===== src/rtl/uart_pkg.sv =====
// Shared constants and FSM state types for the UART controller.
package uart_pkg;

    localparam int UART_DATA_BITS = 8;

    typedef enum logic [1:0] {
        T_IDLE  = 2'd0,
        T_START = 2'd1,
        T_DATA  = 2'd2,
        T_STOP  = 2'd3
    } tx_state_e;

    typedef enum logic [1:0] {
        R_IDLE  = 2'd0,
        R_START = 2'd1,
        R_DATA  = 2'd2,
        R_STOP  = 2'd3
    } rx_state_e;

endpackage


===== src/rtl/uart_ctrl_if.sv =====
// CPU-side ext_uart_* handshake bundle; the CPU is master, the UART is slave.
interface uart_ctrl_if #(
    parameter int WORD = 32
);
    logic            ext_uart_start;
    logic [WORD-1:0] t_data;
    logic            ext_uart_busy;
    logic            ext_uart_ready;
    logic            ext_uart_clear;
    logic [WORD-1:0] r_data;

    modport master (
        output ext_uart_start, t_data, ext_uart_clear,
        input  ext_uart_busy, ext_uart_ready, r_data
    );

    modport slave (
        input  ext_uart_start, t_data, ext_uart_clear,
        output ext_uart_busy, ext_uart_ready, r_data
    );
endinterface


===== src/rtl/uart_bit_timer.sv =====
// Loadable down-counter; tick is high while the count sits at zero.
module uart_bit_timer #(
    parameter int W = 3
) (
    input  logic         clk,
    input  logic         rst,
    input  logic         load,
    input  logic [W-1:0] load_val,
    output logic         tick
);
    logic [W-1:0] cnt_q, cnt_d;

    always_comb begin
        cnt_d = cnt_q;
        if (load) begin
            cnt_d = load_val;
        end else if (cnt_q != '0) begin
            cnt_d = cnt_q - 1'b1;
        end
    end

    always_ff @(posedge clk) begin
        if (rst) begin
            cnt_q <= '0;
        end else begin
            cnt_q <= cnt_d;
        end
    end

    assign tick = (cnt_q == '0);
endmodule


===== src/rtl/uart_ctrl.sv =====
// 8N1 UART responder for the CPU ext_uart_* handshake: independent TX and RX FSMs.
module uart_ctrl
    import uart_pkg::*;
#(
    parameter int CLKS_PER_BIT = 434,
    parameter int WORD         = 32
) (
    input  logic        clk,
    input  logic        rst,
    uart_ctrl_if.slave  bus,
    output logic        txd,
    input  logic        rxd,
    output logic        frame_err,
    output logic        overrun
);
    localparam int TW = $clog2(CLKS_PER_BIT);
    localparam logic [TW-1:0] FULL_BIT = TW'(CLKS_PER_BIT - 1);
    localparam logic [TW-1:0] HALF_BIT = TW'(CLKS_PER_BIT / 2);
    localparam logic [2:0]    LAST_IDX = 3'(UART_DATA_BITS - 1);

    // ---------------- transmitter ----------------
    tx_state_e                   tx_state_q, tx_state_d;
    logic [UART_DATA_BITS-1:0]   tx_shift_q, tx_shift_d;
    logic [2:0]                  tx_idx_q, tx_idx_d;
    logic                        txd_q, txd_d;
    logic                        tx_load, tx_tick;

    uart_bit_timer #(.W(TW)) u_tx_timer (
        .clk      (clk),
        .rst      (rst),
        .load     (tx_load),
        .load_val (FULL_BIT),
        .tick     (tx_tick)
    );

    always_comb begin
        tx_state_d = tx_state_q;
        tx_shift_d = tx_shift_q;
        tx_idx_d   = tx_idx_q;
        tx_load    = 1'b0;
        case (tx_state_q)
            T_IDLE: if (bus.ext_uart_start) begin
                tx_shift_d = bus.t_data[UART_DATA_BITS-1:0];
                tx_state_d = T_START;
                tx_load    = 1'b1;
            end
            T_START: if (tx_tick) begin
                tx_state_d = T_DATA;
                tx_idx_d   = 3'd0;
                tx_load    = 1'b1;
            end
            T_DATA: if (tx_tick) begin
                tx_load    = 1'b1;
                tx_shift_d = {1'b0, tx_shift_q[UART_DATA_BITS-1:1]};
                if (tx_idx_q == LAST_IDX) begin
                    tx_state_d = T_STOP;
                end else begin
                    tx_idx_d = tx_idx_q + 3'd1;
                end
            end
            T_STOP: if (tx_tick) begin
                tx_state_d = T_IDLE;
            end
            default: tx_state_d = T_IDLE;
        endcase

        // txd is decoded from the next state so the line comes straight off a flop
        case (tx_state_d)
            T_START: txd_d = 1'b0;
            T_DATA:  txd_d = tx_shift_d[0];
            default: txd_d = 1'b1;
        endcase
    end

    always_ff @(posedge clk) begin
        if (rst) begin
            tx_state_q <= T_IDLE;
            tx_shift_q <= '0;
            tx_idx_q   <= '0;
            txd_q      <= 1'b1;
        end else begin
            tx_state_q <= tx_state_d;
            tx_shift_q <= tx_shift_d;
            tx_idx_q   <= tx_idx_d;
            txd_q      <= txd_d;
        end
    end

    assign txd               = txd_q;
    assign bus.ext_uart_busy = (tx_state_q != T_IDLE);

    // ---------------- receiver ----------------
    logic                        rx_meta_q, rx_sync_q, rx_prev_q;
    logic                        rx_fall;
    rx_state_e                   rx_state_q, rx_state_d;
    logic [UART_DATA_BITS-1:0]   rx_shift_q, rx_shift_d;
    logic [2:0]                  rx_idx_q, rx_idx_d;
    logic [UART_DATA_BITS-1:0]   rdata_q, rdata_d;
    logic                        ready_q, ready_d;
    logic                        frame_err_q, frame_err_d;
    logic                        overrun_q, overrun_d;
    logic                        rx_load, rx_tick;
    logic [TW-1:0]               rx_load_val;

    uart_bit_timer #(.W(TW)) u_rx_timer (
        .clk      (clk),
        .rst      (rst),
        .load     (rx_load),
        .load_val (rx_load_val),
        .tick     (rx_tick)
    );

    assign rx_fall = rx_prev_q & ~rx_sync_q;

    always_comb begin
        rx_state_d  = rx_state_q;
        rx_shift_d  = rx_shift_q;
        rx_idx_d    = rx_idx_q;
        rdata_d     = rdata_q;
        ready_d     = ready_q;
        frame_err_d = 1'b0;
        overrun_d   = 1'b0;
        rx_load     = 1'b0;
        rx_load_val = FULL_BIT;

        if (bus.ext_uart_clear) begin
            ready_d = 1'b0;
        end

        case (rx_state_q)
            R_IDLE: if (rx_fall) begin
                rx_state_d  = R_START;
                rx_load     = 1'b1;
                rx_load_val = HALF_BIT;
            end
            R_START: if (rx_tick) begin
                if (!rx_sync_q) begin
                    rx_state_d = R_DATA;
                    rx_idx_d   = 3'd0;
                    rx_load    = 1'b1;
                end else begin
                    rx_state_d = R_IDLE;
                end
            end
            R_DATA: if (rx_tick) begin
                rx_load    = 1'b1;
                rx_shift_d = {rx_sync_q, rx_shift_q[UART_DATA_BITS-1:1]};
                if (rx_idx_q == LAST_IDX) begin
                    rx_state_d = R_STOP;
                end else begin
                    rx_idx_d = rx_idx_q + 3'd1;
                end
            end
            R_STOP: if (rx_tick) begin
                rx_state_d = R_IDLE;
                // A clear in the completion cycle frees the slot for the new byte
                if (!rx_sync_q) begin
                    frame_err_d = 1'b1;
                end else if (ready_q && !bus.ext_uart_clear) begin
                    overrun_d = 1'b1;
                end else begin
                    rdata_d = rx_shift_q;
                    ready_d = 1'b1;
                end
            end
            default: rx_state_d = R_IDLE;
        endcase
    end

    always_ff @(posedge clk) begin
        if (rst) begin
            rx_meta_q   <= 1'b1;
            rx_sync_q   <= 1'b1;
            rx_prev_q   <= 1'b1;
            rx_state_q  <= R_IDLE;
            rx_shift_q  <= '0;
            rx_idx_q    <= '0;
            rdata_q     <= '0;
            ready_q     <= 1'b0;
            frame_err_q <= 1'b0;
            overrun_q   <= 1'b0;
        end else begin
            rx_meta_q   <= rxd;
            rx_sync_q   <= rx_meta_q;
            rx_prev_q   <= rx_sync_q;
            rx_state_q  <= rx_state_d;
            rx_shift_q  <= rx_shift_d;
            rx_idx_q    <= rx_idx_d;
            rdata_q     <= rdata_d;
            ready_q     <= ready_d;
            frame_err_q <= frame_err_d;
            overrun_q   <= overrun_d;
        end
    end

    assign bus.ext_uart_ready = ready_q;
    assign bus.r_data         = WORD'(rdata_q);
    assign frame_err          = frame_err_q;
    assign overrun            = overrun_q;

    logic unused_tdata;
    assign unused_tdata = ^bus.t_data[WORD-1:UART_DATA_BITS];
endmodule


===== src/flat_wrapper.sv =====
// flat-port wrapper written by rule: the top's interface ports become plain ports
module uart_ctrl_flat import uart_pkg::*;
#(
    parameter int CLKS_PER_BIT = 434,
    parameter int WORD         = 32
)
  (clk, rst, txd, rxd, frame_err, overrun, bus_ext_uart_start, bus_t_data, bus_ext_uart_clear, bus_ext_uart_busy, bus_ext_uart_ready, bus_r_data);
  uart_ctrl_if #(.WORD(WORD)) bus_i ();
  input  logic clk;
  input  logic rst;
  output logic txd;
  input  logic rxd;
  output logic frame_err;
  output logic overrun;
  input wire logic [$bits(bus_i.ext_uart_start)-1:0] bus_ext_uart_start;
  input wire logic [$bits(bus_i.t_data)-1:0] bus_t_data;
  input wire logic [$bits(bus_i.ext_uart_clear)-1:0] bus_ext_uart_clear;
  output wire logic [$bits(bus_i.ext_uart_busy)-1:0] bus_ext_uart_busy;
  output wire logic [$bits(bus_i.ext_uart_ready)-1:0] bus_ext_uart_ready;
  output wire logic [$bits(bus_i.r_data)-1:0] bus_r_data;
  assign bus_i.ext_uart_start = bus_ext_uart_start;
  assign bus_i.t_data = bus_t_data;
  assign bus_i.ext_uart_clear = bus_ext_uart_clear;
  assign bus_ext_uart_busy = bus_i.ext_uart_busy;
  assign bus_ext_uart_ready = bus_i.ext_uart_ready;
  assign bus_r_data = bus_i.r_data;
  uart_ctrl #(.CLKS_PER_BIT(CLKS_PER_BIT), .WORD(WORD)) u_core (.clk(clk), .rst(rst), .bus(bus_i), .txd(txd), .rxd(rxd), .frame_err(frame_err), .overrun(overrun));
endmodule

===== config.mk =====
export PLATFORM = sky130hd
export DESIGN_NAME = uart_ctrl_flat
export DESIGN_NICKNAME = d
export VERILOG_FILES = /design/src/rtl/uart_pkg.sv /design/src/rtl/uart_ctrl_if.sv /design/src/rtl/uart_bit_timer.sv /design/src/rtl/uart_ctrl.sv /design/src/flat_wrapper.sv
export SDC_FILE = /design/constraint.sdc
export NUM_CORES = 1
export LEC_CHECK = 0
export BUFFER_PORTS_ARGS = -buffer_cell sky130_fd_sc_hd__buf_2
export CORE_UTILIZATION = 36
export DETAILED_ROUTE_END_ITERATION = 12
export GPL_ROUTABILITY_DRIVEN = 0
export GPL_TIMING_DRIVEN = 0
export HOLD_SLACK_MARGIN = 0.12
export SYNTH_ARGS = -nofsm -noshare
export SYNTH_HDL_FRONTEND = slang
export SYNTH_HIERARCHICAL = 1
export SYNTH_SLANG_ARGS = --single-unit
export TNS_END_PERCENT = 50

===== constraint.sdc =====
create_clock -name clk -period 3.4 [get_ports clk]
set_input_delay 0.68 -clock clk [delete_from_list [all_inputs] [get_ports clk]]
set_output_delay 0.68 -clock clk [all_outputs]
set_load 0.03 [all_outputs]

After elaboration in Yosys (flattened, before gate mapping). Index checks and enable logic that the tools add are counted.

Flip-flop bits (word level): 59. Latch bits: 0. Bits in writable memories: 0. ROM bits: 0. Input port bits: 37. Word-level logic and storage cells: 118. Memories: 0.

Add/subtract/negate cells: 4. Multipliers: 0. Div/mod/pow operators: 0. Magnitude comparators: 0. Equal/unequal tests: 21. Shift-type cells: 0. Muxes and demuxes: 46. Bitwise operators: 5. Reductions and logical operators: 24.

Operators with widths (count): 9-bit 2-to-1 mux (6); 2-bit 2-to-1 mux (11); 3-bit 2-to-1 mux (7); 9-bit zero test (2); 9-bit nonzero test (2); 9-bit by 1-bit subtractor with 9-bit output, second input constant (2); 8-bit 2-to-1 mux (2); 2-bit one-hot mux with 4 select lines (2); 8-bit one-hot mux with 2 select lines (1); 2-bit by 1-bit inequality test with 1-bit output, second input constant (7); 1-bit 2-to-1 mux (12); 3-bit one-hot mux with 2 select lines (2); 2-bit nonzero test (6); 2-bit equality test, second input constant (5); 5-bit AND reduction (2); 2-bit inequality test, second input constant (4); 4-bit AND reduction (2); 3-bit by 1-bit adder with 3-bit output, second input constant (2); 2-bit by 1-bit equality test with 1-bit output, second input constant (3); 3-bit equality test, second input constant (2); 2-bit OR reduction (3); 2-bit zero test (2); 1-bit inverter (4); 1-bit one-hot mux with 2 select lines (2); 7 further kinds (7).

Logic depth before layout (Yosys ltp). Gate-level depths: netlist (run 1).

Depth in word-level cells: 6. Mapped depth: 13. Gate-level depth less buffers: 11.

Cells and area by module. Netlist (run 1), hierarchy kept.

Modules (own cells, without submodules): uart_ctrl (times used 1, cells each 227, area each 2065.7 µm², seq. area each 820.8 µm²); uart_bit_timer (times used 2, cells each 62, area each 514.2 µm², seq. area each 180.2 µm²).

Worst setup path before layout (run 1). OpenSTA, ideal clock, no wires.

Kind: flip-flop to flip-flop. Start point: reg u_core.u_rx_timer.cnt_q[0]. End point: reg u_core.u_rx_timer.cnt_q[0]. Arrival: 2.741 ns. Required time: 3.272 ns. Path slack: 0.531 ns. Stages on the path, launching flop included: 14. Buffers on the path: 2. Period minus slack after synthesis: 2.869 ns. Cell sequence: dfxtp_1 > inv_1 > ha_1 > or4b_4 > or4b_4 > buf_6 > inv_1 > nand2_1 > nor3_1 > or2_2 > clkbuf_1 > nor3_1 > mux2i_1 > o21ai_1.

Longest elaborated chain between the ends: 4.

Ends and longest elaborated chain: start: declaration (RTL line uart_bit_timer.sv:11) `logic [W-1:0] cnt_q, cnt_d;`; start signal: assignment (RTL line uart_bit_timer.sv:26) `cnt_q <= cnt_d;`; 9-bit zero test (*) (RTL line uart_bit_timer.sv:30) `assign tick = (cnt_q == '0);`; named net u_core.rx_tick (RTL line uart_ctrl.sv:102) `logic rx_load, rx_tick;`; 1-bit 2-to-1 mux (on tied branches); 1-bit one-hot mux with 3 select lines (*) (RTL line uart_ctrl.sv:130) `case (rx_state_q)`; named net u_core.rx_load (RTL line uart_ctrl.sv:102); 9-bit 2-to-1 mux / 2-bit nonzero test (equally long branches).

The timed path passes the listed nets; every way through them passes the cells marked *. The select of a mux whose other input is x is not followed. A chain may end at the register's enable or synchronous reset.

Worst setup path after layout (run 1).
Start point: reg u_core.u_tx_timer.cnt_q[0]. End point: reg u_core.u_tx_timer.cnt_q[0].

Longest elaborated chain between the ends: 4.

Ends and longest elaborated chain: start: declaration (RTL line uart_bit_timer.sv:11); start signal: assignment (RTL line uart_bit_timer.sv:26); 9-bit zero test (*) (RTL line uart_bit_timer.sv:30); named net u_core.tx_tick (RTL line uart_ctrl.sv:26) `logic tx_load, tx_tick;`; 1-bit 2-to-1 mux (*) (RTL line uart_ctrl.sv:47, uart_ctrl.sv:52); 1-bit one-hot mux with 2 select lines (*) (RTL line uart_ctrl.sv:41) `case (tx_state_q)`; named net u_core.tx_load (RTL line uart_ctrl.sv:26); 9-bit 2-to-1 mux / 2-bit nonzero test (equally long branches).

Marked as above.

==> run_results.csv, run 1 <==
group,metric,value,unit
status,status,"completed",
sta,max_freq,0.324,GHz
synth,synthDistinctLibCells,51,
setup_path,cp-end-kind,"flip-flop",
power,power.share.sequential,37.1,%
run,drv_cap,0,
synth,ys_seq_area_share,38.2,%
sta,finalSetupViolCount,0,
final_layout,final_cell_mix,"59 x dfxtp_1, 39 x nor2_1, 38 x conb_1, 29 x nand2_1, 28 x buf_4",
synth,yosys_warnings,6,
final_layout,area_growth,20.1,%
power,vdd_ir_drop_max,0.336,mV
drt,drtAntennaViolNets,0,
final_layout,fill_cells,835,
clock_tree,cts_tree,"yes",
clock_tree,cts_made_buffers,9,
setup_path,r2r-start,"u_core/u_tx_timer/cnt_q[0]",
sta,timing.clock.skew,13.8,ps
sta,rsz0062_at_grt,"no",
power,pwr-share-comb,32.0,%
setup_path,start_kind,"flip-flop",
clock_tree,cts_sinks,59,
floorplanning,ios,74,
final_layout,register_area,1180,sq um
power,power_frac_clock,30.9,%
drt,highest_layer,"met4",
synth,ys.flop_type,"dfxtp_1",
clock_tree,clkSlewWorstSetupHoldPaths,70,ps
sta,worstMarginPinSlew,603,ps
final_layout,fin_nets,470,
setup_path,crit_arrival,3310,ps
synth,ys_ff_latch,59,
sta,final_max_slew_viol_count,0,
drt,dr.first_iter.drc_count,69,
floorplanning,die_h,94.7,um
floorplanning,core_area,8260,sq um
power,p_int,0.00154,W
floorplanning,dieArea,8970,sq um
final_layout,multi_input_comb_area,1700,sq um
final_layout,mostFrequentLayoutCell,"dfxtp_1",
place,dpl.cell_count,517,
floorplanning,die_w,94.7,um
clock_tree,post_cts_buffers,0,
global_route,overflow,0,
sta,finalHoldViolCount,0,
synth,syn_inst,351,
synth,synth_area_per_cell,8.82,sq um
drt,wl_met3,258,um
min_path,hold_start,"u_core/rx_meta_q",
global_route,grt_start_max_net_pins,13,
final_layout,final_layout_size_suffix_gt1_share,22.9,%
floorplanning,rows,33,
drt,avgViaCountPerCell,4.77,
final_layout,antenna_cells,0,
clock_tree,clk_path_buf_depth,2,
clock_tree,clk_latency,350,ps
final_layout,stdcell_count,533,
drt,wirelength_met1,2940,um
synth,syn_area,3090,sq um
setup_path,startpoint,"u_core/u_tx_timer/cnt_q[0]",
global_route,grt_pass1_vias,2305,
place,hpwlAfterDp,4490,um
floorplanning,start_util,37.5,%
setup_path,worstPathRequired,3620,ps
sta,fin_setup_tns,0,ps
drt,wl_met2,2910,um
global_route,grt_first_pass_wirelength,10700,um
sta,period_needed,3090,ps
drt,wl,6230,um
drt,wl_per_cell,11.7,um
sta,relSlewSlack,59.8,%
min_path,hold_class,"reg -> reg",
clock_tree,root_buffer,"clkbuf_8",
power,netSwitchingFraction,34.2,%
synth,ys_async_sr_fraction,0,%
drt,drt_first_pass_iters,4,
drt,drc,0,
power,p_switching,0.000801,W
power,cellLeakagePower,1.64,nW
sta,finalCritPeriodShare,90.8,%
drt,num_vias,2543,
place,io_buffers,25,
global_route,antenna_found_initial,0,
clock_tree,htreeDepth,3,
synth,synth_edf_count,0,
power,powerDensity,629,nW/um^2
global_route,grtUsageTotal,15.4,%
power,finalPower,0.00234,W
setup_path,crit_type,"reg -> reg",
setup_path,critical_path.max_fanout,10,
-- registers in the layout, indices dropped and copies added, names as in the netlist, 2 cells and up, named ones only --
signal,cells
u_core/u_rx_timer/cnt_q,9
u_core/u_tx_timer/cnt_q,9
u_core/rdata_q,8
u_core/rx_shift_q,8
u_core/tx_shift_q,8
u_core/rx_idx_q,3
u_core/tx_idx_q,3
u_core/tx_state_q,2
-- critical path, cell delays in order, from the launching register on --
cell and delay [ps]:
dfxtp_1 330, inv_1 80, ha_1 210, or4b_4 510, or4b_4 500, buf_6 150, inv_1 180, a21oi_1 100
nor2_1 230, clkbuf_1 380, nor3_1 90, mux2i_1 130, o21ai_1 70
-- cell usage after synthesis, types with 6 or more instances --
master	count	share of area (%)
buf_4	28	6.8
dfxtp_1	59	38
clkbuf_1	10	1.2
xor2_1	6	1.7
a22o_1	6	1.7
a21oi_1	17	2.7
inv_1	12	1.5
ha_1	10	4.0
nand3_1	10	1.6
nor2b_1	11	2.2
nor2_1	39	4.7
mux2i_1	14	4.5
a22oi_1	10	2.4
nand2_1	29	3.5
nor3_1	14	2.3
-- area by class of cell --
cell class              instances  share of cell area (%)
flip-flops and latches         59                    31.8
well taps                     105                    3.53
clock buffers                   9                    3.33
inverters                      13                    1.31
repair buffers                 25                    3.37
multi-input cells             271                    45.8
plain buffers                  44                    8.18
clock inverters                 7                    2.73
-- routing by layer --
metal	global-route usage [%]	up-vias
li1	-	1313
met1	18.4	1171
met2	25.5	47
met3	4.43	12
met4	7.20	0
met5	0	-
-- cell families (layout without fill, tap and decap cells) --
kind of cell	after synthesis	after routing	synth area share [%]
simple gates	131	131	22.1
compound gates	69	69	16.8
flops	59	59	38.2
buf+inv	57	98	11.4
mux	17	17	5.62
fa+ha+maj	10	10	4.04
xor+xnor	6	6	1.70
other cells	2	38	0.243
-- path summary, 6_finish.rpt --
kind	end	slack, ps	depth (start not counted)
max reg2reg	u_core/u_tx_timer/cnt_q[0]	310	12
min reg2reg	u_core/rx_sync_q	430	1
max	u_core/u_tx_timer/cnt_q[0]	310	12
min	u_core/rx_sync_q	430	1
-- power groups by stage --
stage                     Clock [W]  Sequential, W  Combinational, W
after global routing       0.000775       0.000882          0.000842
after floorplan                   0       0.000865          0.000629
after global placement            0       0.000880          0.000736
after detailed placement          0       0.000883          0.000748
after CTS                  0.000751       0.000867          0.000751
final                      0.000724       0.000868          0.000748
-- timing repair --
action,CTS,global route
hold buffers,0,0
hold endpoints to repair,0,0
setup endpoints to repair,0,5
resized for setup,0,3
-- metrics by stage --
stage / utilization, % / setup slack (ps) / hold slack (ps) / cell area, sq um
2_1_floorplan: - / 531 / 389 / 3230
3_3_place_gp: 42.2 / 159 / 398 / 3490
3_5_place_dp: 42.2 / 123 / 414 / 3490
4_1_cts: 44.9 / 105 / 437 / 3710
5_1_grt: 45.0 / 37.4 / 445 / 3720
6_report: 45.0 / 312 / 433 / 3720
Power figures use the tool's default switching activity.
==> run 2: changes to the inputs <==
BUFFER_PORTS_ARGS = not set   (was -buffer_cell sky130_fd_sc_hd__buf_2)
DONT_BUFFER_PORTS = 1   (was not set)
REMOVE_ABC_BUFFERS = 1   (was not set)
==> run_results.csv, run 2 (synthesized netlist as in run 1, its figures left out) <==
group,metric,value,unit
drt,drc,0,
drt,highest_layer,"met4",
power,cellLeakagePower,1.30,nW
final_layout,fill_cells,835,
final_layout,antenna_cells,0,
clock_tree,clkSlewWorstSetupHoldPaths,70,ps
drt,dr.first_iter.drc_count,100,
final_layout,final_cell_mix,"59 x dfxtp_1, 38 x nor2_1, 38 x conb_1, 29 x nand2_1, 17 x a21oi_1",
setup_path,cp-end-kind,"flip-flop",
clock_tree,root_buffer,"clkbuf_8",
floorplanning,die_h,94.7,um
clock_tree,cts_tree,"yes",
power,power_frac_clock,27.5,%
place,io_buffers,0,
sta,hold_ws,406,ps
sta,worstMarginPinSlew,805,ps
power,power.share.sequential,41.8,%
status,status,"completed",
place,hpwlAfterDp,3570,um
global_route,grtUsageTotal,13.0,%
final_layout,top_regs,"u_core/u_rx_timer/cnt_q: 9 flops, u_core/u_tx_timer/cnt_q: 9 flops",
floorplanning,ios,74,
power,vdd_ir_drop_max,0.204,mV
global_route,grt_pass1_vias,1972,
global_route,grt_first_pass_wirelength,9110,um
power,netSwitchingFraction,35.0,%
drt,wl_per_cell,11.8,um
clock_tree,cts_made_buffers,9,
global_route,overflow,0,
final_layout,area_growth,4.93,%
drt,num_vias,2273,
sta,rsz0062_at_grt,"no",
sta,max_freq,0.320,GHz
setup_path,crit_arrival,3350,ps
final_layout,post-route-util,39.3,%
sta,relSlewSlack,46.2,%
floorplanning,dieArea,8970,sq um
power,p_int,0.00136,W
clock_tree,clk_path_buf_depth,2,
sta,timing.clock.skew,8.90,ps
sta,period_needed,3130,ps
clock_tree,post_cts_buffers,0,
drt,wl_met3,261,um
setup_path,critical_path.max_fanout,15,
clock_tree,htreeDepth,3,
power,pwr-share-comb,30.8,%
final_layout,mostFrequentLayoutCell,"dfxtp_1",
setup_path,worstPathRequired,3620,ps
setup_path,crit_type,"reg -> reg",
drt,avgViaCountPerCell,4.90,
floorplanning,core_area,8260,sq um
global_route,grt_start_max_net_pins,60,
final_layout,fin_nets,401,
sta,finalHoldViolCount,0,
drt,wl_met2,2540,um
floorplanning,rows,33,
sta,finalSetupViolCount,0,
setup_path,start_kind,"flip-flop",
floorplanning,start_util,37.5,%
drt,wirelength_met1,2620,um
clock_tree,clk_latency,330,ps
power,finalPower,0.00210,W
drt,drt_first_pass_iters,4,
drt,wl,5490,um
floorplanning,die_w,94.7,um
global_route,antenna_found_initial,0,
run,drv_cap,0,
sta,finalCritPeriodShare,92.1,%
sta,final_max_slew_viol_count,0,
power,p_switching,0.000734,W
min_path,hold_class,"in -> reg",
clock_tree,cts_sinks,59,
drt,drtAntennaViolNets,0,
final_layout,final_layout_size_suffix_gt1_share,10.9,%
power,powerDensity,646,nW/um^2
[run 2: changes by cell type in the layout (fill, tap and decap cells not counted), sizes merged]
| cell | before | now |
|---|---|---|
| clkbuf | 19 | 12 |
| bufinv | 2 | 0 |
| clkinvlp | 2 | 3 |
| inv | 14 | 12 |
| buf | 59 | 0 |
[run 2: stage by stage]
| stage | area [sq um] | setup slack (ps) | cells | TNS [ps] |
|---|---|---|---|---|
| 6_report | 3250 | 270 | 464 | 0 |
| 5_1_grt | 3250 | 27.3 | 464 | 0 |
| 4_1_cts | 3240 | 90.1 | 464 | 0 |
| 3_5_place_dp | 3060 | -101 | 448 | -723 |
| 3_3_place_gp | 3060 | -107 | 448 | -798 |
| 2_1_floorplan | 2930 | 345 | 343 | 0 |
[run 2: metal layers]
layer | global-route usage [%] | vias up
met5 | 0 | -
met2 | 21.2 | 54
met3 | 4.67 | 5
li1 | - | 1174
met1 | 15.7 | 1040
met4 | 4.17 | 0
[run 2: cell type report]
class                           instances  area [sq um]  share of cell area (%)
Sequential cell                        59          1180                    36.4
Clock inverter                          4          25.0                   0.771
Tap cell                              105           131                    4.05
Multi-Input combinational cell        271          1700                    52.4
Inverter                               13          52.6                    1.62
Clock buffer                           12           155                    4.78
[run 2: worst paths after layout]
check / startpoint / to / slack, ps / cells after the start
hold / removal: rst / u_core/tx_shift_q[4] / 410 / 1
setup reg to reg: u_core/u_rx_timer/cnt_q[0] / u_core/u_rx_timer/cnt_q[3] / 270 / 10
hold reg to reg: u_core/rx_meta_q / u_core/rx_sync_q / 420 / 1
setup / recovery: u_core/u_rx_timer/cnt_q[0] / u_core/u_rx_timer/cnt_q[3] / 270 / 10
[run 2: critical path: stages, from the launching register on]
cell and delay, ps:
dfxtp_1 320, inv_1 80, ha_1 210, or4b_4 510, or4b_4 570, clkinvlp_4 260
nand2_1 140, nor3_1 200, or2_2 300, nor2_1 150, a32o_1 260
[run 2: what timing repair did]
action	in CTS	in global routing
hold buffers	0	0
pin swaps	0	0
resized for setup	1	2
cloned	0	0
setup endpoints to repair	8	20
[run 2: power groups by stage]
| stage | clock (W) | combinational, W | sequential (W) |
|---|---|---|---|
| floorplan | 0 | 0.000552 | 0.000867 |
| global placement | 0 | 0.000624 | 0.000887 |
| detailed placement | 0 | 0.000635 | 0.000889 |
| CTS | 0.000598 | 0.000638 | 0.000874 |
| global route | 0.000630 | 0.000722 | 0.000889 |
| finish | 0.000576 | 0.000645 | 0.000876 |
==> run 3: changes to the inputs <==
SYNTH_HIERARCHICAL = not set   (was 1)
==> run_results.csv, run 3 <==
group,metric,value,unit
status,status,"completed",
final_layout,top_regs,"u_core.u_rx_timer.cnt_q: 9 flops, u_core.u_tx_timer.cnt_q: 9 flops",
sta,finalSetupViolCount,0,
sta,fin_setup_tns,0,ps
sta,relSlewSlack,15.2,%
sta,hold_ws,398,ps
clock_tree,root_buffer,"clkbuf_8",
synth,yosysMostFrequentCell,"dfxtp_1",
clock_tree,cts_sinks,59,
sta,max_freq,0.327,GHz
setup_path,start_kind,"flip-flop",
power,cellLeakagePower,1.30,nW
synth,syn_area,2960,sq um
clock_tree,clk_latency,350,ps
global_route,grt_pass1_vias,2162,
synth,ys_seq_area_share,39.9,%
clock_tree,cts_resized,0,
setup_path,r2r_end,"u_core.rx_shift_q[1]",
clock_tree,cts_tree,"yes",
place,io_buffers,0,
setup_path,crit_arrival,3290,ps
synth,synthDistinctLibCells,53,
synth,ys_ff_latch,59,
floorplanning,core_area,7850,sq um
setup_path,r2r_slack,340,ps
clock_tree,ctsHoldBuffers,0,
synth,yosysTopAreaCellShare,39.9,%
synth,yosys-top-cells-area,"dfxtp_1 40%, ha_1 6.8%, buf_4 6.1%",
sta,worstMarginPinSlew,1270,ps
floorplanning,rows,32,
final_layout,stdcell_count,444,
run,drv_cap,0,
clock_tree,cts_made_buffers,9,
setup_path,crit_type,"reg -> reg",
sta,finalHoldViolCount,0,
clock_tree,htreeDepth,3,
setup_path,r2r-start,"u_core.u_rx_timer.cnt_q[0]",
drt,drt_first_pass_iters,5,
synth,synth_area_leader_cell,"dfxtp_1",
clock_tree,post_cts_buffers,0,
final_layout,area_growth,6.22,%
drt,wl_per_cell,12.8,um
final_layout,final_layout_size_suffix_gt1_share,8.48,%
sta,final_max_slew_viol_count,0,
setup_path,cp-end-kind,"flip-flop",
global_route,grtUsageTotal,14.7,%
final_layout,final_cell_mix,"59 x dfxtp_1, 41 x nor2_1, 26 x a21oi_1, 26 x nand2_1, 24 x conb_1",
synth,synth_common_cells,"59 x dfxtp_1, 41 x nor2_1, 26 x a21oi_1, 26 x nand2_1, 24 x buf_4",
power,vdd_ir_drop_max,0.224,mV
synth,synth_edf_count,0,
drt,dr.first_iter.drc_count,112,
setup_path,reg2regPathDepth,7,
drt,drc,0,
final_layout,fin_nets,390,
synth,syn_inst,344,
setup_path,endpoint,"u_core.rx_shift_q[1]",
place,dpl.cell_count,428,
floorplanning,die_w,92.7,um
global_route,overflow,0,
clock_tree,clkSlewWorstSetupHoldPaths,70,ps
sta,period_needed,3060,ps
synth,yosys_warnings,0,
synth,synth_area_per_cell,8.60,sq um
floorplanning,die_h,92.7,um
global_route,grt_start_max_net_pins,54,
floorplanning,ios,74,
min_path,hold_class,"reg -> reg",
power,powerDensity,705,nW/um^2
final_layout,antenna_cells,0,
sta,finalCritPeriodShare,89.9,%
drt,drtAntennaViolNets,0,
clock_tree,clk_path_buf_depth,2,
sta,rsz0062_at_grt,"no",
place,hpwlAfterDp,3770,um
final_layout,mostFrequentLayoutCell,"dfxtp_1",
floorplanning,dieArea,8590,sq um
synth,ys_async_sr_fraction,0,%
sta,timing.clock.skew,12.0,ps
drt,wl,5700,um
setup_path,worstPathRequired,3630,ps
drt,avgViaCountPerCell,5.10,
global_route,grt_first_pass_wirelength,10000,um
floorplanning,start_util,37.7,%
synth,ys.flop_type,"dfxtp_1",
global_route,antenna_found_initial,0,
drt,num_vias,2264,
setup_path,startpoint,"u_core.u_rx_timer.cnt_q[0]",
setup_path,critical_path.max_fanout,20,
-- run 3: cell types whose count changed after synthesis, moves of 6 or more --
cell / before / now
nor2b_1: 11 / 3
o31ai_1: 0 / 6
a21oi_1: 17 / 26
ha_1: 10 / 16
a32oi_1: 0 / 6
a22o_1: 6 / 0
a22oi_1: 10 / 0
-- run 3: worst min path at each step --
stage	from	endpoint	slack [ps]	cells after the start
2_1_floorplan	u_core.rx_meta_q	u_core.rx_sync_q	390	1
3_3_place_gp	u_core.rx_meta_q	u_core.rx_sync_q	390	1
3_5_place_dp	u_core.rx_meta_q	u_core.rx_sync_q	390	1
4_1_cts	rst	u_core.tx_idx_q[2]	390	1
5_1_grt	rst	u_core.tx_idx_q[0]	380	1
6_report	u_core.rx_meta_q	u_core.rx_sync_q	400	1
-- run 3: cell type report --
type,instances,area [sq um]
multi-input cells,254,1560
clock inverters,7,100
well taps,102,128
clock buffers,9,124
inverters,13,48.8
fillers,805,4700
flip-flops and latches,59,1180
-- run 3: routing by layer --
layer / part of all wire, % / wire length [um] / track usage (%)
met5: 0 / 0 / 0
met4: 2.5 / 140 / 7.95
met3: 4.2 / 237 / 3.94
met2: 45 / 2580 / 23.9
met1: 48 / 2740 / 17.5
-- run 3: critical path, cell delays in order, from the launching register on --
cell and delay, ps:
dfxtp_1 320, inv_1 80, ha_1 220, or4b_1 630, nor2_1 1020, nand2_1 430
nand2_1 170, a21oi_1 70
-- run 3: where the power goes --
| group | switching [W] | internal (W) | total (W) |
|---|---|---|---|
| Sequential | 0.0000844 | 0.000780 | 0.000864 |
| Clock | 0.000305 | 0.000417 | 0.000723 |
| Combinational | 0.000389 | 0.000239 | 0.000628 |
-- run 3: logic make-up (layout without fill, tap and decap cells) --
kind of cell,count (synthesis),in the layout,share of synthesized area [%]
AOI/OAI and AO/OA,71,71,16.0
xor gates and xnor gates,7,7,2.07
adders and majority gates,16,16,6.77
buffers and inverters,54,29,10.2
DFF,59,59,39.9
muxes,12,12,4.06
other,1,24,0.127
and+or+nand+nor,124,124,20.8
-- run 3: metrics by stage --
| step | cell area (sq um) | utilization [%] | setup slack [ps] | power [W] |
|---|---|---|---|---|
| floorplan | 2790 | - | 978 | 0.00138 |
| global placement | 2920 | 37.2 | 458 | 0.00148 |
| detailed placement | 2920 | 37.2 | 400 | 0.00150 |
| CTS | 3140 | 40.1 | 360 | 0.00223 |
| global route | 3140 | 40.1 | 59.1 | 0.00237 |
| finish | 3140 | 40.1 | 342 | 0.00221 |
